--- config.mk ---
export PLATFORM = sky130hd
export DESIGN_NAME = mcu_debug_sequencer
export DESIGN_NICKNAME = d
export VERILOG_FILES = /design/src/rtl/mcu_debug_sequencer_pkg.sv /design/src/rtl/mcu_debug_sequencer_mem_mux.sv /design/src/rtl/mcu_debug_sequencer.sv
export SDC_FILE = /design/constraint.sdc
export NUM_CORES = 1
export LEC_CHECK = 0
export CORE_AREA = 2 2 150 152
export CTS_CLUSTER_SIZE = 25
export DETAILED_ROUTE_END_ITERATION = 6
export DIE_AREA = 0 0 152 154
export PLACE_DENSITY = 0.6
export SLEW_MARGIN = 20
export SYNTH_ARGS = -nofsm -noshare
export SYNTH_HDL_FRONTEND = slang
export SYNTH_SLANG_ARGS = --single-unit
--- constraint.sdc ---
create_clock -name clk -period 3.8 [get_ports clk]
set_input_delay 0.57 -clock clk [delete_from_list [all_inputs] [get_ports clk]]
set_output_delay 0.57 -clock clk [all_outputs]
set_load 0.005 [all_outputs]
--- src/rtl/mcu_debug_sequencer_pkg.sv ---
// Shared types for the MCU debug sequencer.
//   state_t    : sequencer FSM states
//   cmd_t      : decoded one-shot debug command
//   SIZE_*     : memory access size encodings (byte/half/word)
//   cmd_encode : priority encoder for the command strobes
//                (reset > pause > resume > mem rd/wr > reg rd/wr)
package dbg_pkg;

  typedef enum logic [2:0] {
    S_RUN, S_HALT_PEND, S_HALTED, S_MEM, S_REG, S_RST
  } state_t;

  typedef enum logic [2:0] {
    CMD_NONE, CMD_RESET, CMD_PAUSE, CMD_RESUME,
    CMD_MEM_RD, CMD_MEM_WR, CMD_REG_RD, CMD_REG_WR
  } cmd_t;

  localparam logic [1:0] SIZE_BYTE = 2'd0;
  localparam logic [1:0] SIZE_HALF = 2'd1;
  localparam logic [1:0] SIZE_WORD = 2'd2;

  function automatic cmd_t cmd_encode(
    input logic c_reset, c_pause, c_resume,
    input logic c_mem_rd, c_mem_wr, c_reg_rd, c_reg_wr
  );
    if (c_reset)  return CMD_RESET;
    if (c_pause)  return CMD_PAUSE;
    if (c_resume) return CMD_RESUME;
    if (c_mem_rd) return CMD_MEM_RD;
    if (c_mem_wr) return CMD_MEM_WR;
    if (c_reg_rd) return CMD_REG_RD;
    if (c_reg_wr) return CMD_REG_WR;
    return CMD_NONE;
  endfunction

endpackage

--- src/rtl/mcu_debug_sequencer_mem_mux.sv ---
// dbg_mem_mux: shares the single memory port between the core and the debugger.
//   dbg_pend/dbg_hold/halted/mask : debugger wants port / already owns it /
//                                   core halted / starvation mask active
//   dbg_* access fields           : latched debug access
//   core_mem_*                    : core request in, ack/rdata out
//   mem_*                         : shared memory port
//   dbg_own                       : debugger drives the port this cycle
//   core_txn                      : a forwarded core access is awaiting ack
module dbg_mem_mux (
  input  logic        clk,
  input  logic        rst,
  input  logic        clear,
  input  logic        dbg_pend,
  input  logic        dbg_hold,
  input  logic        halted,
  input  logic        mask,
  input  logic        dbg_we,
  input  logic [31:0] dbg_addr,
  input  logic [31:0] dbg_wdata,
  input  logic [1:0]  dbg_size,
  input  logic        core_mem_req,
  input  logic        core_mem_we,
  input  logic [31:0] core_mem_addr,
  input  logic [31:0] core_mem_wdata,
  input  logic [1:0]  core_mem_size,
  output logic        core_mem_ack,
  output logic [31:0] core_mem_rdata,
  output logic        mem_req,
  output logic        mem_we,
  output logic [31:0] mem_addr,
  output logic [31:0] mem_wdata,
  output logic [1:0]  mem_size,
  input  logic        mem_ack,
  input  logic [31:0] mem_rdata,
  output logic        dbg_own,
  output logic        core_txn
);

  logic core_req_eff;
  logic core_sel;

  // The mask only blocks *new* core requests; an in-flight one keeps its
  // request up so memory can finish it and free the port.
  assign core_req_eff = core_mem_req && !(mask && !core_txn);
  assign dbg_own = dbg_pend &&
                   (dbg_hold || (!core_txn && (halted || !core_req_eff)));
  assign core_sel = !rst && !dbg_own && core_req_eff;

  always_comb begin
    mem_req   = 1'b0;
    mem_we    = 1'b0;
    mem_addr  = '0;
    mem_wdata = '0;
    mem_size  = '0;
    if (!rst && dbg_own) begin
      mem_req   = 1'b1;
      mem_we    = dbg_we;
      mem_addr  = dbg_addr;
      mem_wdata = dbg_wdata;
      mem_size  = dbg_size;
    end else if (core_sel) begin
      mem_req   = 1'b1;
      mem_we    = core_mem_we;
      mem_addr  = core_mem_addr;
      mem_wdata = core_mem_wdata;
      mem_size  = core_mem_size;
    end
  end

  assign core_mem_ack   = core_sel && mem_ack;
  assign core_mem_rdata = core_sel ? mem_rdata : '0;

  always_ff @(posedge clk) begin
    if (rst || clear)             core_txn <= 1'b0;
    else if (core_sel && mem_ack) core_txn <= 1'b0;
    else if (core_sel)            core_txn <= 1'b1;
  end

endmodule

--- src/rtl/mcu_debug_sequencer.sv ---
// mcu_debug_sequencer: turns one-shot debug commands into core control,
// shared-memory accesses and register-file accesses.
//   dbg_*   : command strobe/fields in, busy flag and read result out
//   core_*  : halt/reset control, boundary status, core memory request
//   mem_*   : shared memory port (owned by core or debugger)
//   rf_*    : register-file debug port
module mcu_debug_sequencer
  import dbg_pkg::*;
#(
  parameter int RST_CYCLES = 4,
  parameter int STARVE_MAX = 16
) (
  input  logic        clk,
  input  logic        rst,
  input  logic        dbg_valid,
  input  logic        dbg_pause,
  input  logic        dbg_resume,
  input  logic        dbg_reset,
  input  logic        dbg_mem_rd,
  input  logic        dbg_mem_wr,
  input  logic        dbg_reg_rd,
  input  logic        dbg_reg_wr,
  input  logic [1:0]  dbg_mem_size,
  input  logic [31:0] dbg_addr,
  input  logic [31:0] dbg_wdata,
  output logic        dbg_busy,
  output logic [31:0] dbg_rdata,
  input  logic        core_boundary,
  output logic        core_halt,
  output logic        core_rst,
  input  logic        core_mem_req,
  input  logic        core_mem_we,
  input  logic [31:0] core_mem_addr,
  input  logic [31:0] core_mem_wdata,
  input  logic [1:0]  core_mem_size,
  output logic        core_mem_ack,
  output logic [31:0] core_mem_rdata,
  output logic        mem_req,
  output logic        mem_we,
  output logic [31:0] mem_addr,
  output logic [31:0] mem_wdata,
  output logic [1:0]  mem_size,
  input  logic        mem_ack,
  input  logic [31:0] mem_rdata,
  output logic [4:0]  rf_addr,
  output logic        rf_we,
  output logic [31:0] rf_wdata,
  input  logic [31:0] rf_rdata
);

  localparam int CW = (RST_CYCLES > 1) ? $clog2(RST_CYCLES) : 1;
  localparam int SW = $clog2(STARVE_MAX + 1);

  state_t        state, state_n;
  logic          halted, halted_n;
  logic          core_halt_n, core_rst_n;
  logic [CW-1:0] rst_cnt, rst_cnt_n;
  logic [SW-1:0] starve, starve_n;
  logic          granted, granted_n;
  logic [31:0]   rdata_n;
  logic          r_we, r_we_n;
  logic [31:0]   r_addr, r_addr_n, r_wdata, r_wdata_n;
  logic [1:0]    r_size, r_size_n;
  logic          dbg_own, core_txn, mask;
  cmd_t          cmd;

  assign cmd = cmd_encode(dbg_reset, dbg_pause, dbg_resume, dbg_mem_rd,
                          dbg_mem_wr, dbg_reg_rd, dbg_reg_wr);
  assign dbg_busy = dbg_valid || !(state == S_RUN || state == S_HALTED);
  assign mask = (state == S_MEM) && (starve == SW'(STARVE_MAX));

  assign rf_addr  = (state == S_REG) ? r_addr[4:0] : 5'd0;
  assign rf_wdata = (state == S_REG) ? r_wdata : '0;
  assign rf_we    = (state == S_REG) && r_we && (r_addr[4:0] != 5'd0);

  dbg_mem_mux u_mux (
    .clk(clk), .rst(rst), .clear(state == S_RST),
    .dbg_pend(state == S_MEM), .dbg_hold(granted), .halted(halted),
    .mask(mask), .dbg_we(r_we), .dbg_addr(r_addr), .dbg_wdata(r_wdata),
    .dbg_size(r_size),
    .core_mem_req(core_mem_req), .core_mem_we(core_mem_we),
    .core_mem_addr(core_mem_addr), .core_mem_wdata(core_mem_wdata),
    .core_mem_size(core_mem_size), .core_mem_ack(core_mem_ack),
    .core_mem_rdata(core_mem_rdata),
    .mem_req(mem_req), .mem_we(mem_we), .mem_addr(mem_addr),
    .mem_wdata(mem_wdata), .mem_size(mem_size), .mem_ack(mem_ack),
    .mem_rdata(mem_rdata), .dbg_own(dbg_own), .core_txn(core_txn)
  );

  always_ff @(posedge clk) begin
    if (rst) begin
      state     <= S_RUN;
      halted    <= 1'b0;
      core_halt <= 1'b0;
      core_rst  <= 1'b0;
      rst_cnt   <= '0;
      starve    <= '0;
      granted   <= 1'b0;
      dbg_rdata <= '0;
      r_we      <= 1'b0;
      r_addr    <= '0;
      r_wdata   <= '0;
      r_size    <= '0;
    end else begin
      state     <= state_n;
      halted    <= halted_n;
      core_halt <= core_halt_n;
      core_rst  <= core_rst_n;
      rst_cnt   <= rst_cnt_n;
      starve    <= starve_n;
      granted   <= granted_n;
      dbg_rdata <= rdata_n;
      r_we      <= r_we_n;
      r_addr    <= r_addr_n;
      r_wdata   <= r_wdata_n;
      r_size    <= r_size_n;
    end
  end

  always_comb begin
    state_n     = state;
    halted_n    = halted;
    core_halt_n = core_halt;
    core_rst_n  = core_rst;
    rst_cnt_n   = rst_cnt;
    starve_n    = starve;
    granted_n   = granted;
    rdata_n     = dbg_rdata;
    r_we_n      = r_we;
    r_addr_n    = r_addr;
    r_wdata_n   = r_wdata;
    r_size_n    = r_size;

    case (state)
      S_RUN, S_HALTED: begin
        if (dbg_valid) begin
          case (cmd)
            CMD_RESET: begin
              state_n    = S_RST;
              core_rst_n = 1'b1;
              rst_cnt_n  = CW'(RST_CYCLES - 1);
              starve_n   = '0;
              granted_n  = 1'b0;
            end
            CMD_PAUSE: begin
              if (!halted) begin
                state_n     = S_HALT_PEND;
                core_halt_n = 1'b1;
              end
            end
            CMD_RESUME: begin
              state_n     = S_RUN;
              halted_n    = 1'b0;
              core_halt_n = 1'b0;
            end
            CMD_MEM_RD, CMD_MEM_WR: begin
              state_n   = S_MEM;
              r_we_n    = (cmd == CMD_MEM_WR);
              r_addr_n  = dbg_addr;
              r_wdata_n = dbg_wdata;
              r_size_n  = dbg_mem_size;
            end
            CMD_REG_RD, CMD_REG_WR: begin
              if (halted) begin
                state_n   = S_REG;
                r_we_n    = (cmd == CMD_REG_WR);
                r_addr_n  = dbg_addr;
                r_wdata_n = dbg_wdata;
              end else begin
                rdata_n = '0;
              end
            end
            default: ;
          endcase
        end
      end
      S_HALT_PEND: begin
        // A reset is still honoured here: it is the only way out of a
        // pause whose core never reaches a boundary.
        if (dbg_valid && cmd == CMD_RESET) begin
          state_n    = S_RST;
          core_rst_n = 1'b1;
          rst_cnt_n  = CW'(RST_CYCLES - 1);
          starve_n   = '0;
          granted_n  = 1'b0;
        end else if (core_boundary && !core_txn) begin
          state_n  = S_HALTED;
          halted_n = 1'b1;
        end
      end
      S_MEM: begin
        if (dbg_own) begin
          starve_n = '0;
          if (mem_ack) begin
            if (!r_we) rdata_n = mem_rdata;
            granted_n = 1'b0;
            state_n   = halted ? S_HALTED : S_RUN;
          end else begin
            granted_n = 1'b1;
          end
        end else if (starve != SW'(STARVE_MAX)) begin
          starve_n = starve + SW'(1);
        end
      end
      S_REG: begin
        if (!r_we) rdata_n = rf_rdata;
        state_n = S_HALTED;
      end
      S_RST: begin
        if (rst_cnt == '0) begin
          state_n     = S_RUN;
          core_rst_n  = 1'b0;
          core_halt_n = 1'b0;
          halted_n    = 1'b0;
        end else begin
          rst_cnt_n = rst_cnt - CW'(1);
        end
      end
      default: state_n = S_RUN;
    endcase
  end

endmodule

==> flow_summary.json <==
{
  "status": "complete, no violations",
  "grt_max_degree": 68,
  "grt_pass1_vias": 6726,
  "cp_data_required_time_ns": 3.23,
  "clockRootBuffer": "clkbuf_16",
  "drcViolationCount": 0,
  "instances_no_fill": 1386,
  "final_nets": 1307,
  "max-slew-margin-rel_pct": 46.0,
  "power_mw": 4.98,
  "final_common_cell": "clkdlybuf4s50_1",
  "post_drt_wl_per_cell_um": 17.1,
  "die-area_sq_um": 23400,
  "fin_tns_setup_ns": 0,
  "setup_violations": 0,
  "arrival_ns": 2.96,
  "syn_area_sq_um": 6070,
  "worst_setup_path_end_kind": "output port",
  "die_h_um": 154,
  "cts_hold_buf": 0,
  "cts_buffer_depth": 2,
  "cp_max_fo": 56,
  "portBuffers": 383,
  "final_max_slew_viol_count": 0,
  "drt_iter0_markers": 345,
  "drive_gt1_share_pct": 7.59,
  "r2r_slack_ns": 1.22,
  "mostFrequentLayoutCells": "382 x clkdlybuf4s50_1, 140 x nand2_1, 114 x dfxtp_1",
  "synth_area_leaders": "dfxtp_1 38%, a22o_1 9.8%, a21oi_1 8.8%",
  "synth.yosys.seq_area_share_pct": 37.6,
  "finClkSkew_ns": 0.00819,
  "yosysWarnings": 0,
  "synthToLayoutAreaGrowth_pct": 76.6,
  "core-area_sq_um": 21700,
  "synth_top_cell_area_share_pct": 37.6,
  "cts.sinks": 114,
  "antenna_found_initial": 0,
  "max_freq_ghz": 0.283,
  "hpwl_um": 17600,
  "cts_setup_buffers": 0,
  "netlist-cell-type-count": 49,
  "fillers": 2093,
  "syn_avg_cell_area_sq_um": 8.10,
  "firstDrtPassIters": 4,
  "async_flop_share_pct": 0,
  "start_util_pct": 28.0,
  "diodes": 0,
  "reg2reg_to": "dbg_rdata[6]$_SDFFE_PP0P_",
  "worst_pin_slew_ns": 0.810,
  "synth_top_cell_by_area": "dfxtp_1",
  "leakagePower_nw": 3.72,
  "drt-total-wl_um": 23700,
  "ys.flop_type": "dfxtp_1",
  "ir_drop_uv": 249,
  "min_from": "r_addr[13]$_SDFFE_PP0P_",
  "ys_seq_elements": 114,
  "min_path_cells": 2,
  "hold_viol_final": 0,
  "finalCritPeriodShare_pct": 93.0,
  "synthCells": 750,
  "track_usage_pct": 19.6,
  "grt_pass1_wl_um": 36700,
  "hold_path_class": "flop to flop",
  "numCtsBuffers": 17,
  "max-cap-violations": 0,
  "placedCellCount": 1355,
  "r2r_start": "state[2]$_SDFFE_PP0P_",
  "path_clk_slew_ns": 0.05,
  "ff2ff_path_depth": 7,
  "cts_max_level": 4,
  "gr-total-overflow": 0,
  "min_period_ns": 3.53,
  "dieWidth_um": 152,
  "cts_tree": "done",
  "rsz0062_at_grt": "no",
  "cts_resized": 0,
  "power_density_nw_per_um2": 465,
  "gp_congestion": 0.806,
  "drt.antenna.violating_nets": 0,
  "hold_end": "r_addr[13]$_SDFFE_PP0P_",
  "vias": 6737,
  "synth_nets": 963,
  "worst-setup-path-type": "input pin to output port",
  "fin_hold_ws_ns": 0.458,
  "boundaryPins": 384,
  "cp-start-kind": "input pin",
  "synth_edf_count": 0,
  "avgViaCountPerCell": 4.86,
  "std_cell_rows": 54,
  "clk_latency_ns": 0.41
}
-- routing by layer --
metal / GRT usage [%] / routed length, um / vias up
li1: - / - / 3365
met2: 35.4 / 12000 / 274
met3: 5.67 / 1700 / 26
met5: 0 / 0 / -
met1: 22.1 / 9550 / 3072
met4: 6.23 / 443 / 0
-- cell families after synthesis --
| logic type | count (synthesis) | share of synthesized area (%) |
|---|---|---|
| simple gates | 281 | 22.5 |
| compound gates | 267 | 32.6 |
| fa+ha+maj | 3 | 0.618 |
| flops | 114 | 37.6 |
| buf+inv | 80 | 5.87 |
| mux | 5 | 0.845 |
-- critical path: stages --
cell	delay (ns)
clkdlybuf4s50_1	0.51
nor2b_1	0.19
a21oi_1	0.15
o21ai_1	0.28
and3_4	0.27
buf_12	0.23
a22o_1	0.19
clkdlybuf4s50_1	0.50
-- report_power, final --
group	switching, mW	internal (mW)
clock	0.561	1.11
sequential	0.157	1.39
combinational	0.795	0.968
-- stage by stage --
| stage | util, % | area [sq um] | worst slack (ns) |
|---|---|---|---|
| final | 49.5 | 10700 | 0.268 |
| after global routing | 49.5 | 10700 | 0.125 |
| after CTS | 49.5 | 10700 | 0.302 |
| after detailed placement | 46.7 | 10100 | 0.326 |
| after global placement | 46.7 | 10100 | 0.369 |
| after floorplan | - | 6070 | 1.36 |
-- how the worst max path moves through the flow --
stage               cells after the start         start           end
floorplan                               7  core_mem_req   mem_size[0]
global placement                        8  core_mem_req   mem_addr[0]
detailed placement                      8  core_mem_req  mem_addr[31]
CTS                                     8  core_mem_req   mem_addr[1]
global route                            8  core_mem_req  mem_wdata[2]
finish                                  8  core_mem_req   mem_addr[0]
-- cells in the mapped netlist (all sizes together), types with 2 or more instances --
cell,number
inv,9
a22o,68
nor4,2
o21ai,9
nand2b,4
or3b,2
or3,2
a22oi,33
nand3,7
dfxtp,114
a311oi,4
nand4b,2
nor3b,3
a21oi,107
nor2b,4
nor3,5
clkbuf,48
nand2,141
o211ai,3
nor2,29
a211oi,33
ha,3
a221oi,2
buf,23
and3,2
mux2i,4
and2,72
and3b,3
-- flip-flops by register name (all words and copies together), names as in the netlist --
| name | cells |
|---|---|
| core_halt | 1 |
| core_rst | 1 |
| dbg_rdata | 32 |
| granted | 1 |
| halted | 1 |
| r_addr | 32 |
| r_size | 2 |
| r_wdata | 32 |
| r_we | 1 |
| rst_cnt | 2 |
| starve | 5 |
| state | 3 |
| u_mux.core_txn | 1 |
-- final cells by class --
type                       count  area (sq um)  share of cell area (%)
clock buffer                  21           450                    4.20
clock inverter                10           159                    1.48
multi-input combinational    556          3460                    32.3
tap                          280           350                    3.27
timing repair buffer         396          3990                    37.2
inverter                       9          33.8                   0.315
sequential                   114          2280                    21.3
No activity file was read; power rests on OpenSTA's default activity.
